`config.mk`:
```
export PLATFORM = sky130hd
export DESIGN_NAME = tea_byte_frontend
export DESIGN_NICKNAME = d
export VERILOG_FILES = /design/src/rtl/tea_byte_frontend.sv
export SDC_FILE = /design/constraint.sdc
export NUM_CORES = 1
export LEC_CHECK = 0
export ABC_AREA = 1
export CAP_MARGIN = 40
export CORE_UTILIZATION = 60
export CTS_CLUSTER_SIZE = 10
export DETAILED_ROUTE_END_ITERATION = 10
export GPL_TIMING_DRIVEN = 0
export PLACE_DENSITY = 0.86
export REMOVE_ABC_BUFFERS = 1
export SLEW_MARGIN = 0
export SYNTH_ARGS = -nofsm -noshare
export SYNTH_HDL_FRONTEND = slang
export SYNTH_SLANG_ARGS = --single-unit
```
`constraint.sdc`:
```
create_clock -name clk -period 4.4 [get_ports clk]
set_input_delay 0.44 -clock clk [delete_from_list [all_inputs] [get_ports clk]]
set_output_delay 0.44 -clock clk [all_outputs]
set_load 0.1 [all_outputs]
```
`src/rtl/tea_byte_frontend.sv`:
```
// Byte-serial front end for the combinational TEA core: packs bytes into keys/blocks,
// sequences the two-cycle key load, runs one block per COMPUTE and streams the result out.
//
// state   | meaning
// COLLECT | accepting input bytes into the shift buffer
// KEY_HI  | writekey high, upper key half on core_in
// KEY_LO  | writekey low, lower key half on core_in (core latches it)
// COMPUTE | block and mode on the core, result captured at the edge
// DRAIN   | streaming the 8 result bytes out, MSB byte first
module tea_byte_frontend (
   input  logic        clk,
   input  logic        rst,
   input  logic [7:0]  s_data,
   input  logic        s_valid,
   output logic        s_ready,
   input  logic        s_key,
   input  logic        s_mode,
   output logic [7:0]  m_data,
   output logic        m_valid,
   input  logic        m_ready,
   output logic [63:0] core_in,
   output logic        core_writekey,
   output logic        core_mode,
   input  logic [63:0] core_out,
   output logic        key_loaded,
   output logic        drop
);

   typedef enum logic [2:0] {
      COLLECT,
      KEY_HI,
      KEY_LO,
      COMPUTE,
      DRAIN
   } state_t;

   state_t         state;
   logic [127:0]   shift_q;
   logic [3:0]     byte_cnt;
   logic [2:0]     out_cnt;
   logic           group_key;
   logic           mode_q;
   logic [63:0]    out_q;
   logic [63:0]    core_in_q;
   logic           key_loaded_q;
   logic           drop_q;
   logic           s_ready_q;
   logic           m_valid_q;
   logic           writekey_q;

   logic [127:0]   shift_next;
   logic           key_group_now;

   assign shift_next    = {shift_q[119:0], s_data};
   // group type is only known from s_key itself on the first byte
   assign key_group_now = (byte_cnt == 4'd0) ? s_key : group_key;

   // s_ready is gated by rst so it reads 0 for the whole reset cycle
   assign s_ready       = s_ready_q & ~rst;
   assign m_valid       = m_valid_q;
   assign m_data        = out_q[63:56];
   assign core_in       = core_in_q;
   assign core_writekey = writekey_q;
   assign core_mode     = mode_q;
   assign key_loaded    = key_loaded_q;
   assign drop          = drop_q;

   always_ff @(posedge clk) begin
      if (rst) begin
         state        <= COLLECT;
         shift_q      <= '0;
         byte_cnt     <= '0;
         out_cnt      <= '0;
         group_key    <= 1'b0;
         mode_q       <= 1'b0;
         out_q        <= '0;
         core_in_q    <= '0;
         key_loaded_q <= 1'b0;
         drop_q       <= 1'b0;
         s_ready_q    <= 1'b1;
         m_valid_q    <= 1'b0;
         writekey_q   <= 1'b0;
      end else begin
         drop_q <= 1'b0;
         case (state)
            COLLECT: begin
               if (s_valid && s_ready_q) begin
                  shift_q <= shift_next;
                  if (byte_cnt == 4'd0) begin
                     group_key <= s_key;
                     mode_q    <= s_mode;
                  end
                  if (key_group_now && byte_cnt == 4'd15) begin
                     byte_cnt     <= '0;
                     core_in_q    <= shift_next[127:64];
                     writekey_q   <= 1'b1;
                     key_loaded_q <= 1'b0;
                     s_ready_q    <= 1'b0;
                     state        <= KEY_HI;
                  end else if (!key_group_now && byte_cnt == 4'd7) begin
                     byte_cnt <= '0;
                     if (key_loaded_q) begin
                        core_in_q <= shift_next[63:0];
                        s_ready_q <= 1'b0;
                        state     <= COMPUTE;
                     end else begin
                        drop_q <= 1'b1;
                     end
                  end else begin
                     byte_cnt <= byte_cnt + 4'd1;
                  end
               end
            end
            KEY_HI: begin
               writekey_q <= 1'b0;
               core_in_q  <= shift_q[63:0];
               state      <= KEY_LO;
            end
            KEY_LO: begin
               key_loaded_q <= 1'b1;
               s_ready_q    <= 1'b1;
               state        <= COLLECT;
            end
            COMPUTE: begin
               out_q     <= core_out;
               m_valid_q <= 1'b1;
               state     <= DRAIN;
            end
            DRAIN: begin
               if (m_ready) begin
                  out_q <= {out_q[55:0], 8'h00};
                  if (out_cnt == 3'd7) begin
                     out_cnt   <= '0;
                     m_valid_q <= 1'b0;
                     s_ready_q <= 1'b1;
                     state     <= COLLECT;
                  end else begin
                     out_cnt <= out_cnt + 3'd1;
                  end
               end
            end
            default: begin
               state <= COLLECT;
            end
         endcase
      end
   end

endmodule

```
---- Word-level counts from Yosys, hierarchy flattened ----
Cells that the tools add are included.
operators by class
  $add $sub $neg .......................... 2
  $mul .................................... 0
  divide/modulo/power cells ............... 0
  order comparisons ....................... 0
  equal/unequal tests ..................... 13
  shift operators ......................... 0
  muxes and demuxes ....................... 35
  bitwise operators ....................... 5
  reduce and logical (&&, ||, !) cells .... 21
operators with widths
  cell                 count
  $mux 64              5
  $pmux 64 s2          2
  $mux 3               7
  $mux 1               14
  $pmux 3 s4           1
  $reduce_and 3->1     4
  $mux 4               2
  $ne 2x2->1 const B   4
  $eq 3x2->1 const B   2
  $eq 3x3->1 const B   2
  $ne 3x3->1 const B   2
  $pmux 1 s2           3
  $reduce_and 2->1     3
  $reduce_and 6->1     1
  $reduce_bool 2->1    3
  $reduce_and 5->1     1
  $reduce_or 5->1      1
  $add 4x1->4 const B  1
  $eq 4x3->1 const B   1
  $eq 4x4->1 const B   1
  $logic_not 4->1      1
  $not 1->1            4
  $reduce_and 4->1     1
  $add 3x1->3 const B  1
  other kinds (7)      9
word-level totals
  bits in registers ....................... 265
  bits in latches ......................... 0
  memory bits (writable) .................. 0
  memory bits (read-only) ................. 0
  input bits .............................. 78
  output and inout port bits .............. 78
  word-level logic and storage cells ...... 89
  memories kept ........................... 0

---- Depth between registers and ports, before layout ----
  word-level depth ........................ 8
  mapped depth ............................ 13
  depth with buffers taken out ............ 11

---- Worst setup path after synthesis ----
Ideal clock, no wire load.
  kind .................................... input to output
  start point ............................. input port rst
  end point ............................... output port s_ready
  arrival ................................. 1.900 ns
  data required time ...................... 3.960 ns
  slack ................................... 2.060 ns
  cell stages on the path ................. 2
  path buffers ............................ 1
  path through ............................ clkbuf_1 -> nor2_1
on the way
  word-level cells in the longest chain between the ends .. 2
ends and longest elaborated chain
  element             line  text
  start: declaration  12    input logic rst,
  $not 1->1           59    assign s_ready = s_ready_q & ~rst;
  $and 1x1->1         59
  end: declaration    15    output logic s_ready,
No other way between the ends.

---- Worst setup path after layout ----
  start point ............................. register byte_cnt[0]
  end point ............................... register core_in_q[28], in the netlist core_in[28]
on the way
  word-level cells in the longest chain between the ends .. 6
  elaborated cells on any way between the ends .. 13
  classes of those cells .................. 4 x eq/ne; 4 x mux; 5 x reduce/logical
ends and longest elaborated chain
  element                                                      line     text
  start: declaration                                           39       logic [3:0] byte_cnt;
  start signal: assignment                                     110      byte_cnt <= byte_cnt + 4'd1;
  $logic_not 4->1                                              56       assign key_group_now = (byte_cnt == 4'd0) ? s_key : group_key;
  $mux 1                                                       --
  $logic_and 1x1->1 / $logic_not 1->1 (equally long branches)  93, 100
  $mux 64 / $logic_and 1x1->1 (equally long branches)          93, 100
  $mux 64 / $ne 3x3->1 (equally long branches)                 --
  $pmux 64 s2 / $reduce_and 4->1 (equally long branches)       --
  end signal: assignment                                       95       core_in_q <= shift_next[127:64];
  end signal: assignment                                       103      core_in_q <= shift_next[63:0];
  end signal: assignment                                       116      core_in_q <= shift_q[63:0];
  end: declaration                                             44       logic [63:0] core_in_q;
Several ways; a longest one is shown, not always the timed one. The select of a mux whose other input is x is not followed.
A chain may end at the register's enable or synchronous reset.

==> impl_metrics.json <==
{
  "finalPower_w": 0.00506,
  "place_ws_ns": 0.534,
  "p_per_area_nw_per_um2": 324,
  "period_share_pct": 87.0,
  "gr-total-overflow": 0,
  "maxClockFrequency_ghz": 0.261,
  "max_cap_violations": 0,
  "die_x_um": 143,
  "layout-drive-gt1-share_pct": 7.71,
  "finalHoldViolations": 0,
  "grt_pass1_wl_mm": 50.9,
  "dieHeight_um": 143,
  "grt_pass1_vias": 11100,
  "area_growth_pct": 30.5,
  "status": "completed",
  "htree_levels": 1,
  "postRouteAntennaNets": 0,
  "dr.pass1.iters": 7,
  "cts_hold_buf": 0,
  "start_kind": "flop",
  "post_cts_buffers": 0,
  "synth_edf_count": 0,
  "drt_iter0_markers": 1087,
  "syn_area_um2": 11900,
  "viasPerCell": 5.34,
  "yosysMostFrequentCell": "nand2_1",
  "synthCells": 1758,
  "ys_seq_elements": 265,
  "grt_start_max_net_pins": 149,
  "endpoint_kind": "flop",
  "setup_tns_ns": 0,
  "tightest_slew_ns": 0.944,
  "globalplace.congestion": 0.803,
  "yosysWarnings": 0,
  "synth_area_leaders": "dfxtp_1 44%, nand2_1 15%, inv_1 6.4%",
  "route.detailed.drc": 0,
  "fillers": 1254,
  "antenna_found_initial": 0,
  "ff2ff_path_depth": 12,
  "drt-wirelength-per-cell_um": 14.2,
  "routed_wl_mm": 30.8,
  "vias": 11600,
  "cts_resized": 0,
  "synth_cell_types": 25,
  "maxSlewHeadroom_pct": 36.9,
  "min_path_cells": 2,
  "dieArea_um2": 20500,
  "setup_violations": 0,
  "placementRows": 51,
  "drv_slew": 0,
  "cts.sinks": 265,
  "cts.clk_slew.worst_paths_ns": 0.06,
  "nets": 1986,
  "synth_area_leader_cell": "dfxtp_1",
  "rsz0062_at_grt": "no",
  "cts_buffers": 30,
  "required_ns": 4.83,
  "timing.final.crit_period_ns": 3.83,
  "worst_slack_ns": 0.571,
  "min_path_type": "reg -> reg",
  "ys_seq_area_share_pct": 44.4,
  "insertion_delay_ns": 0.55,
  "synth.top_cell.area_share_pct": 44.4,
  "ys_async_sr_fraction_pct": 0,
  "track_usage_pct": 30.3,
  "place.port_buffers": 155,
  "timing.hold.ws_ns": 0.466,
  "irDropWorstVdd_uv": 244,
  "synth_commonest_cells": "465 x nand2_1, 265 x dfxtp_1, 205 x inv_1, 142 x a21oi_1, 142 x nand3_1",
  "ioPinCount": 156,
  "fin_worst_skew_ns": 0.0174,
  "cts.path.max_buffers": 3,
  "leakage_nw": 7.03,
  "core_area_um2": 19500,
  "regToRegSetupSlack_ns": 0.57,
  "hpwl_mm": 19.3,
  "synth-main-ff-cell": "dfxtp_1",
  "antennaDiodeCount": 0,
  "fin_util_pct": 80.1,
  "cts_root_buffer": "clkbuf_16",
  "initial_utilization_pct": 61.4,
  "worstPathMaxFanout": 76,
  "arrival_ns": 4.25,
  "synth.avg_cell_area_um2": 6.80,
  "cts_tree": "yes",
  "worst-setup-path-type": "reg -> reg"
}
through the flow:
step	cell area, µm²	std cells
5_1_grt	15600	2171
2_1_floorplan	11200	1620
3_5_place_dp	14800	2137
3_3_place_gp	13100	2040
6_report	15600	2171
4_1_cts	15600	2171
state kept, by name, summed over array words and instances, names as in the netlist, 3 cells and up:
| register | count |
|---|---|
| shift_q | 120 |
| core_in | 64 |
| state | 3 |
| byte_cnt | 4 |
| out_q | 64 |
| out_cnt | 3 |
power by group:
group / switching (W) / internal [W] / total [W]
combinational: 0.000237 / 0.000171 / 0.000407
sequential: 0.0000484 / 0.00248 / 0.00253
clock: 0.000894 / 0.00123 / 0.00212
total: 0.00118 / 0.00388 / 0.00506
final timing paths:
kind | startpoint | to
max reg2reg | byte_cnt[0]$_SDFFE_PP0P_ | core_in[28]$_SDFFE_PP0P_
min reg2reg | out_q[2]$_SDFFE_PP0P_ | out_q[2]$_SDFFE_PP0P_
min | out_q[2]$_SDFFE_PP0P_ | out_q[2]$_SDFFE_PP0P_
max | byte_cnt[0]$_SDFFE_PP0P_ | core_in[28]$_SDFFE_PP0P_
critical path, stage by stage (launching register included):
cell	delay (ns)
dfxtp_1	0.38
inv_1	0.08
ha_1	0.24
nand3_1	0.16
nand2_2	0.39
nand2_2	0.69
buf_12	0.31
nand3_2	0.16
nand2_4	0.61
buf_12	0.32
nand2_1	0.12
nand2_1	0.09
nor2_1	0.04
area by class of cell:
type | count | area (µm²) | area share [%]
clock inverters | 1 | 5.00 | 0.0321
well taps | 265 | 332 | 2.13
repair buffers | 252 | 3210 | 20.6
clock buffers | 33 | 783 | 5.02
flip-flops and latches | 265 | 5310 | 34.0
inverters | 209 | 792 | 5.08
multi-input cells | 1146 | 5160 | 33.1
cell usage in the layout, fill, tap and decap left out, types with 4 or more instances in the layout:
cell / count
clkdlybuf4s50_1: 155
nand2_1: 464
nand3_1: 142
nor2_1: 132
clkbuf_16: 31
buf_12: 9
ha_1: 4
inv_1: 203
buf_8: 74
buf_16: 13
o21ai_1: 44
o21ai_0: 139
inv_2: 5
nor2_4: 4
nor3_1: 5
a31oi_1: 56
dfxtp_1: 265
a21oi_1: 142
cells by family after synthesis:
logic type                 share of synthesized area [%]
AOI/OAI and AO/OA                                   16.5
xor gates and xnor gates                          0.0733
adders and majority gates                          0.419
buffers and inverters                               12.6
DFF                                                 44.4
and+or+nand+nor                                     25.9
routing by layer:
metal | track usage (%) | up-vias | part of all wire (%) | routed length (µm)
li1 | - | 5858 | - | -
met1 | 36.9 | 5271 | 41 | 12800
met2 | 52.5 | 376 | 50 | 15400
met3 | 4.26 | 98 | 4.9 | 1510
met4 | 14.1 | 0 | 3.9 | 1190
met5 | 0 | - | 0 | 0
Note: power is estimated with default switching activity, not from simulation.
